## src/rtl/simd_fetch_sched_if.sv

```systemverilog
// simd_fetch_sched_if: request, RAM read port and neighbourhood output bundle of the fetch scheduler.
interface simd_fetch_sched_if #(
   parameter int LANES  = 4,
   parameter int ADDR_W = 19
);
   logic [15:0]           cfg_width;
   logic [15:0]           cfg_height;
   logic                  req_valid;
   logic                  req_ready;
   logic [16*LANES-1:0]   req_x0;
   logic [15:0]           req_y0;
   logic                  mem_re;
   logic [ADDR_W-1:0]     mem_addr;
   logic [7:0]            mem_data_in;
   logic                  out_valid;
   logic                  out_ready;
   logic [32*LANES-1:0]   out_pix;
   logic                  busy;
   logic                  err_oob;

   // Environment side: sequencer, RAM and interpolation lanes
   modport master (
      output cfg_width, cfg_height, req_valid, req_x0, req_y0, mem_data_in, out_ready,
      input  req_ready, mem_re, mem_addr, out_valid, out_pix, busy, err_oob
   );

   // Scheduler side
   modport slave (
      input  cfg_width, cfg_height, req_valid, req_x0, req_y0, mem_data_in, out_ready,
      output req_ready, mem_re, mem_addr, out_valid, out_pix, busy, err_oob
   );
endinterface

```

## src/rtl/simd_fetch_sched.sv

```systemverilog
// simd_fetch_sched: serially fetches the 2x2 source neighbourhood of every SIMD lane
// from the single-port image RAM and hands the whole bundle over with valid/ready.
module simd_fetch_sched #(
   parameter int LANES  = 4,
   parameter int ADDR_W = 19,
   parameter int RD_LAT = 1
) (
   input  logic              clk_i,
   input  logic              aclr_n_i,
   simd_fetch_sched_if.slave bus
);
   localparam int N  = 4 * LANES;
   localparam int CW = $clog2(N + 1);
   localparam int LW = CW - 2;

   typedef enum logic [1:0] {IDLE, ISSUE, DRAIN, OUT} state_e;

   state_e              state_q, state_d;
   logic [CW-1:0]       iss_cnt_q, cap_cnt_q;
   logic [16*LANES-1:0] xc_q, x1_q, xc_d, x1_d;
   logic [15:0]         yc_q, y1_q, yc_d, y1_d, w_q;
   logic                err_q, err_d;
   logic [32*LANES-1:0] pix_q;
   logic [15:0]         wm1, hm1, xsel, ysel;
   logic                accept, zero_dim, mem_re, last_issue, cap_fire, last_cap;
   logic [RD_LAT:0]     vld;

   assign accept     = (state_q == IDLE) && bus.req_valid;
   assign zero_dim   = (bus.cfg_width == 16'd0) || (bus.cfg_height == 16'd0);
   assign wm1        = bus.cfg_width - 16'd1;
   assign hm1        = bus.cfg_height - 16'd1;
   assign mem_re     = (state_q == ISSUE);
   assign last_issue = mem_re && (iss_cnt_q == CW'(N - 1));
   assign cap_fire   = vld[RD_LAT];
   assign last_cap   = cap_fire && (cap_cnt_q == CW'(N - 1));

   // Read-valid pipeline: bit k is set when the read issued k cycles ago is due now
   assign vld[0] = mem_re;
   generate
      if (RD_LAT > 0) begin : g_pipe
         logic [RD_LAT-1:0] vld_q;
         // Shift issued-read markers along so capture lines up with RAM latency
         always_ff @(posedge clk_i or negedge aclr_n_i) begin
            if (!aclr_n_i) vld_q <= '0;
            else           vld_q <= vld[RD_LAT-1:0];
         end
         assign vld[RD_LAT:1] = vld_q;
      end
   endgenerate

   // Clamp incoming coordinates with edge replication and flag anything out of range
   always_comb begin
      xc_d  = '0;
      x1_d  = '0;
      err_d = zero_dim;
      yc_d  = (bus.req_y0 >= bus.cfg_height) ? hm1 : bus.req_y0;
      y1_d  = (yc_d < hm1) ? yc_d + 16'd1 : yc_d;
      if (bus.req_y0 >= bus.cfg_height) err_d = 1'b1;
      for (int i = 0; i < LANES; i++) begin
         if (bus.req_x0[16*i +: 16] >= bus.cfg_width) begin
            xc_d[16*i +: 16] = wm1;
            err_d            = 1'b1;
         end else begin
            xc_d[16*i +: 16] = bus.req_x0[16*i +: 16];
         end
         x1_d[16*i +: 16] = (xc_d[16*i +: 16] < wm1) ? xc_d[16*i +: 16] + 16'd1
                                                      : xc_d[16*i +: 16];
      end
   end

   // Pick the pixel for the current issue slot: lane = count/4, bit0 = x+1, bit1 = y+1
   always_comb begin
      xsel = '0;
      ysel = iss_cnt_q[1] ? y1_q : yc_q;
      for (int i = 0; i < LANES; i++) begin
         if (iss_cnt_q[CW-1:2] == LW'(i)) begin
            xsel = iss_cnt_q[0] ? x1_q[16*i +: 16] : xc_q[16*i +: 16];
         end
      end
   end

   // Next-state logic; zero-sized images skip straight to the output handshake
   always_comb begin
      state_d = state_q;
      case (state_q)
         IDLE:    if (bus.req_valid) state_d = zero_dim ? OUT : ISSUE;
         ISSUE:   if (last_issue) state_d = (RD_LAT == 0) ? OUT : DRAIN;
         DRAIN:   if (last_cap) state_d = OUT;
         OUT:     if (bus.out_ready) state_d = IDLE;
         default: state_d = IDLE;
      endcase
   end

   // State register
   always_ff @(posedge clk_i or negedge aclr_n_i) begin
      if (!aclr_n_i) state_q <= IDLE;
      else           state_q <= state_d;
   end

   // Latch the request at accept, then step issue and capture counters independently
   always_ff @(posedge clk_i or negedge aclr_n_i) begin
      if (!aclr_n_i) begin
         xc_q      <= '0;
         x1_q      <= '0;
         yc_q      <= '0;
         y1_q      <= '0;
         w_q       <= '0;
         err_q     <= 1'b0;
         pix_q     <= '0;
         iss_cnt_q <= '0;
         cap_cnt_q <= '0;
      end else if (accept) begin
         xc_q      <= xc_d;
         x1_q      <= x1_d;
         yc_q      <= yc_d;
         y1_q      <= y1_d;
         w_q       <= bus.cfg_width;
         err_q     <= err_d;
         pix_q     <= '0;
         iss_cnt_q <= '0;
         cap_cnt_q <= '0;
      end else begin
         if (mem_re) iss_cnt_q <= iss_cnt_q + 1'b1;
         if (cap_fire) begin
            cap_cnt_q <= cap_cnt_q + 1'b1;
            for (int k = 0; k < N; k++) begin
               if (cap_cnt_q == CW'(k)) pix_q[8*k +: 8] <= bus.mem_data_in;
            end
         end
      end
   end

   assign bus.mem_re    = mem_re;
   assign bus.mem_addr  = mem_re ? ADDR_W'({16'd0, ysel} * {16'd0, w_q} + {16'd0, xsel}) : '0;
   assign bus.req_ready = (state_q == IDLE);
   assign bus.out_valid = (state_q == OUT);
   assign bus.out_pix   = pix_q;
   assign bus.busy      = (state_q != IDLE);
   assign bus.err_oob   = err_q;
endmodule

```

## src/flat_wrapper.sv

```systemverilog
// flat-port wrapper written by rule: the top's interface ports become plain ports
module simd_fetch_sched_flat 
#(
   parameter int LANES  = 4,
   parameter int ADDR_W = 19,
   parameter int RD_LAT = 1
)
  (clk_i, aclr_n_i, bus_cfg_width, bus_cfg_height, bus_req_valid, bus_req_x0, bus_req_y0, bus_mem_data_in, bus_out_ready, bus_req_ready, bus_mem_re, bus_mem_addr, bus_out_valid, bus_out_pix, bus_busy, bus_err_oob);
  simd_fetch_sched_if #(.LANES(LANES), .ADDR_W(ADDR_W)) bus_i ();
  input  logic clk_i;
  input  logic aclr_n_i;
  input wire logic [$bits(bus_i.cfg_width)-1:0] bus_cfg_width;
  input wire logic [$bits(bus_i.cfg_height)-1:0] bus_cfg_height;
  input wire logic [$bits(bus_i.req_valid)-1:0] bus_req_valid;
  input wire logic [$bits(bus_i.req_x0)-1:0] bus_req_x0;
  input wire logic [$bits(bus_i.req_y0)-1:0] bus_req_y0;
  input wire logic [$bits(bus_i.mem_data_in)-1:0] bus_mem_data_in;
  input wire logic [$bits(bus_i.out_ready)-1:0] bus_out_ready;
  output wire logic [$bits(bus_i.req_ready)-1:0] bus_req_ready;
  output wire logic [$bits(bus_i.mem_re)-1:0] bus_mem_re;
  output wire logic [$bits(bus_i.mem_addr)-1:0] bus_mem_addr;
  output wire logic [$bits(bus_i.out_valid)-1:0] bus_out_valid;
  output wire logic [$bits(bus_i.out_pix)-1:0] bus_out_pix;
  output wire logic [$bits(bus_i.busy)-1:0] bus_busy;
  output wire logic [$bits(bus_i.err_oob)-1:0] bus_err_oob;
  assign bus_i.cfg_width = bus_cfg_width;
  assign bus_i.cfg_height = bus_cfg_height;
  assign bus_i.req_valid = bus_req_valid;
  assign bus_i.req_x0 = bus_req_x0;
  assign bus_i.req_y0 = bus_req_y0;
  assign bus_i.mem_data_in = bus_mem_data_in;
  assign bus_i.out_ready = bus_out_ready;
  assign bus_req_ready = bus_i.req_ready;
  assign bus_mem_re = bus_i.mem_re;
  assign bus_mem_addr = bus_i.mem_addr;
  assign bus_out_valid = bus_i.out_valid;
  assign bus_out_pix = bus_i.out_pix;
  assign bus_busy = bus_i.busy;
  assign bus_err_oob = bus_i.err_oob;
  simd_fetch_sched #(.LANES(LANES), .ADDR_W(ADDR_W), .RD_LAT(RD_LAT)) u_core (.clk_i(clk_i), .aclr_n_i(aclr_n_i), .bus(bus_i));
endmodule
```

## config.mk

```make
export PLATFORM = sky130hd
export DESIGN_NAME = simd_fetch_sched_flat
export DESIGN_NICKNAME = d
export VERILOG_FILES = /design/src/rtl/simd_fetch_sched_if.sv /design/src/rtl/simd_fetch_sched.sv /design/src/flat_wrapper.sv
export SDC_FILE = /design/constraint.sdc
export NUM_CORES = 1
export LEC_CHECK = 0
export CAP_MARGIN = 20
export CORE_UTILIZATION = 59
export CTS_CLUSTER_DIAMETER = 30
export CTS_CLUSTER_SIZE = 10
export DETAILED_ROUTE_END_ITERATION = 10
export GPL_TIMING_DRIVEN = 0
export PLACE_DENSITY = 0.82
export SLEW_MARGIN = 20
export SYNTH_ARGS = -nofsm -noshare
export SYNTH_HDL_FRONTEND = slang
export SYNTH_SLANG_ARGS = --single-unit
```

## constraint.sdc

```tcl
create_clock -name clk_i -period 10.05 [get_ports clk_i]
set_input_delay 2.01 -clock clk_i [delete_from_list [all_inputs] [get_ports clk_i]]
set_output_delay 2.01 -clock clk_i [all_outputs]
set_load 0.1 [all_outputs]
```

==> summary.txt <==
Run status
  – Status: complete, no violations

Placement
  – PortBufs: 273
  – Dpl cell area: ~30000 um^2
  – Routability cong.: 1.03
  – Dpl hpwl: 75300 um

Floorplan
  – Initial Util: 0.601
  – Die area: 46100 um^2
  – Core area: 44400 um^2
  – Die span in x: 215 um
  – Die Y: 215 um
  – Num ports: 276
  – # rows: 77

Worst setup path
  – Worst endpoint required time: 8.04 ns
  – Worst-path fanout max: 13
  – R2R cell count: 8
  – CP endpoint kind: output port
  – Most frequent CP cell: fa_1
  – Worst setup SP type: flop
  – Crit-path slowest cell: fa_1
  – R2r startpoint: u_core.state_q[0]
  – Kind of critical path: flop to output port
  – R2r endpoint: u_core.xc_q[56]
  – Reg-to-reg setup timing slack: 6.71 ns
  – CP startpoint: u_core.iss_cnt_q[1]
  – CP endpoint: bus_mem_addr[18]
  – Highest cell delay on the worst timing path: 0.59 ns
  – CP Data Arrival Time: 7.87 ns
  – CP Cell Sequence: buf_4 -> mux2_4 -> and2_1 -> fa_1 -> inv_1 -> fa_1 -> fa_1 -> fa_1 -> inv_1 -> fa_1 -> inv_1 -> fa_1 -> inv_1 -> ha_1 -> nand3_1 -> a2111oi_1 -> a2111o_1 -> a21o_1 -> a21oi_1 -> o21a_1 -> o21ai_0 -> xnor2_1 -> and2_1 -> buf_4

Global route
  – Initial antenna violation count: 22
  – Vias in the first global route: 26300
  – Largest net degree at the start of global routing: 100
  – GRT Total Usage: 0.436
  – Total global routing overflow: 0
  – First-pass GRT wire length: roughly 150000 um

Synthesis
  – Seq cells post-synth: 318
  – Gate Count Post-Synth: 3091
  – Syn_nets: 3580
  – Cells taking the most area after synthesis: dfrtp_1, ha_1, fa_1
  – Largest area contributor in the netlist: dfrtp_1
  – Avg Inst Size Synth: ~8.6 um^2
  – Yosys cell types: 76
  – Sequential share of the synthesized area: 0.298
  – Post-synth EDFFs: 0
  – Main synth FF type: dfrtp_1
  – Synthesis warning total: 0
  – Post-synthesis async set-or-reset flop share: 1.00
  – Post-Synthesis Cell Area: 26700 um^2
  – Yosys top cell area share: 0.298

Timing
  – Worst slew pin tran: 1.20 ns
  – Final Hold Fails: 0
  – # setup viols final: 0
  – Tcrit/Tclk final: 0.984
  – Clk_skew: approximately 0.034 ns
  – Fin crit period: 9.88 ns
  – Hold WS: 0.468 ns
  – Max Fclk: 101 MHz
  – Pins over their slew limit: 0
  – RSZ-0062 raised after global routing: false
  – Slew HR: 0.197

Clocking
  – Clk_lat worst skew: ~0.61 ns
  – Htree depth: 3
  – Max Buffers Root-to-Sink: 3
  – Clock slew at reported path FFs: ~0.050 ns
  – Num CTS Buffers: between 60 and 70
  – Clk sink count: about 320
  – Root buffer cell: clkbuf_16
  – CTS tree: yes

Finish
  – Fill count: 3093
  – Design area: 32900 um^2
  – Share of cells above drive strength 1: 0.0637
  – Most common cell after layout, fill and taps aside: nand2_1
  – Area Overhead vs Synth: 23.4%
  – Highest-count cells in the layout ignoring fill and taps: nand2_1, dfrtp_1, inv_1, clkdlybuf4s50_1, nor2_1
  – Core Util, Final: 0.741
  – Final #Nets: 3924

Drt
  – DR WL/cell: 24.3 um
  – DRT iter0 DRCs: 2710
  – DR vias: 25500
  – Post-route ant nets: 0
  – Vias per Instance: 6.23
  – Routed Wire Length: 99400 um
  – First drt pass iteration count: 6
  – DRC Markers: 0

Run
  – Max_cap viols: 0

Worst hold path
  – Hold Path Class: flop to flop
==> state kept, by name, summed over array words and instances (netlist names) <==
signal              flops
u_core.xc_q            64
u_core.state_q          2
u_core.yc_q            16
u_core.iss_cnt_q        5
u_core.bus.out_pix    128
u_core.bus.err_oob      1
u_core.cap_cnt_q        5
u_core.w_q             16
u_core.cap_fire         1
u_core.y1_q            16
u_core.x1_q            64
==> how the worst min path moves through the flow <==
| stage | from | endpoint | slack, ns | cells after the start |
|---|---|---|---|---|
| 2_1_floorplan | u_core.yc_q[11] | u_core.yc_q[11] | 0.44 | 2 |
| 3_3_place_gp | u_core.xc_q[60] | u_core.xc_q[60] | 0.46 | 2 |
| 3_5_place_dp | u_core.yc_q[11] | u_core.yc_q[11] | 0.46 | 2 |
| 4_1_cts | u_core.yc_q[11] | u_core.yc_q[11] | 0.47 | 2 |
| 5_1_grt | u_core.xc_q[60] | u_core.xc_q[60] | 0.49 | 2 |
| 6_report | u_core.yc_q[11] | u_core.yc_q[11] | 0.47 | 2 |
==> cells by family after synthesis <==
family                   synth area share
AND/OR/NAND/NOR                     0.181
AO/OA/AOI/OAI                       0.120
buffers and inverters              0.0647
adder cells (fa/ha/maj)             0.209
flip-flops                          0.298
multiplexers                       0.0787
XOR/XNOR                           0.0482
==> per-layer routing <==
| metal | GRT usage | part of all wire |
|---|---|---|
| met1 | 0.545 | 0.38 |
| met2 | 0.687 | 0.45 |
| met3 | 0.0959 | 0.096 |
| met4 | 0.276 | 0.067 |
| met5 | 0 | 0.00097 |
==> cell usage after synthesis (5+ instances only) <==
library cell,n
a2111oi_0,5
a211oi_1,22
a21o_1,38
a21oi_1,136
a221oi_1,20
a31oi_1,8
a41oi_1,5
and2_1,114
and3_1,18
buf_1,13
clkbuf_1,128
dfrtp_1,318
fa_1,135
ha_1,230
inv_1,312
mux2_2,44
mux2i_1,159
nand2_1,482
nand2b_1,7
nand3_1,66
nand4_1,29
nor2_1,261
nor2b_1,11
nor3_1,35
nor4_1,12
o2111ai_1,8
o211ai_1,8
o21a_1,11
o21ai_0,208
o21ai_1,14
o221ai_1,14
o22ai_1,5
or3_1,7
xnor2_1,112
xor2_1,31
==> critical path, delay by kind of cell (launching register included) <==
kind                       cells  cell delay, ns
AOI/OAI and AO/OA              6            1.29
adders and majority gates      7            3.48
muxes                          1            0.43
and+or+nand+nor                3            0.53
DFF                            1            0.51
xor gates and xnor gates       1            0.26
buffers and inverters          6            0.78
==> through the flow <==
step	cells	TNS, ns	setup slack, ns
finish	4092	0	0.166
global route	4089	0	0.00235
CTS	4084	0	0.0894
detailed placement	3964	-4.07	-1.08
global placement	3956	-1879.28	-5.95
floorplan	3091	0	0.660
==> cell type report <==
cell class / count / area (um^2) / share of cell area
Multi-Input combinational cell: 2315 / 17100 / 0.518
Clock buffer: 79 / 1820 / 0.0554
Sequential cell: 318 / 7960 / 0.242
Clock inverter: 43 / 749 / 0.0228
Antenna cell: 13 / 32.5 / 0.000988
Inverter: 313 / 1170 / 0.0357
Tap cell: 592 / 741 / 0.0225
Buffer: 138 / 532 / 0.0162
Timing Repair Buffer: 281 / 2850 / 0.0867
==> repair_timing <==
action | in CTS | in global routing
buffers inserted | 0 | 0
resized for setup | 23 | 10
setup endpoints to repair | 10 | 7
hold buffers | 0 | 0
gates cloned | 0 | 0
Power is left out: the tool's default activity adds up to more than one toggle a clock period on the data nets, which glitch-free logic cannot reach.
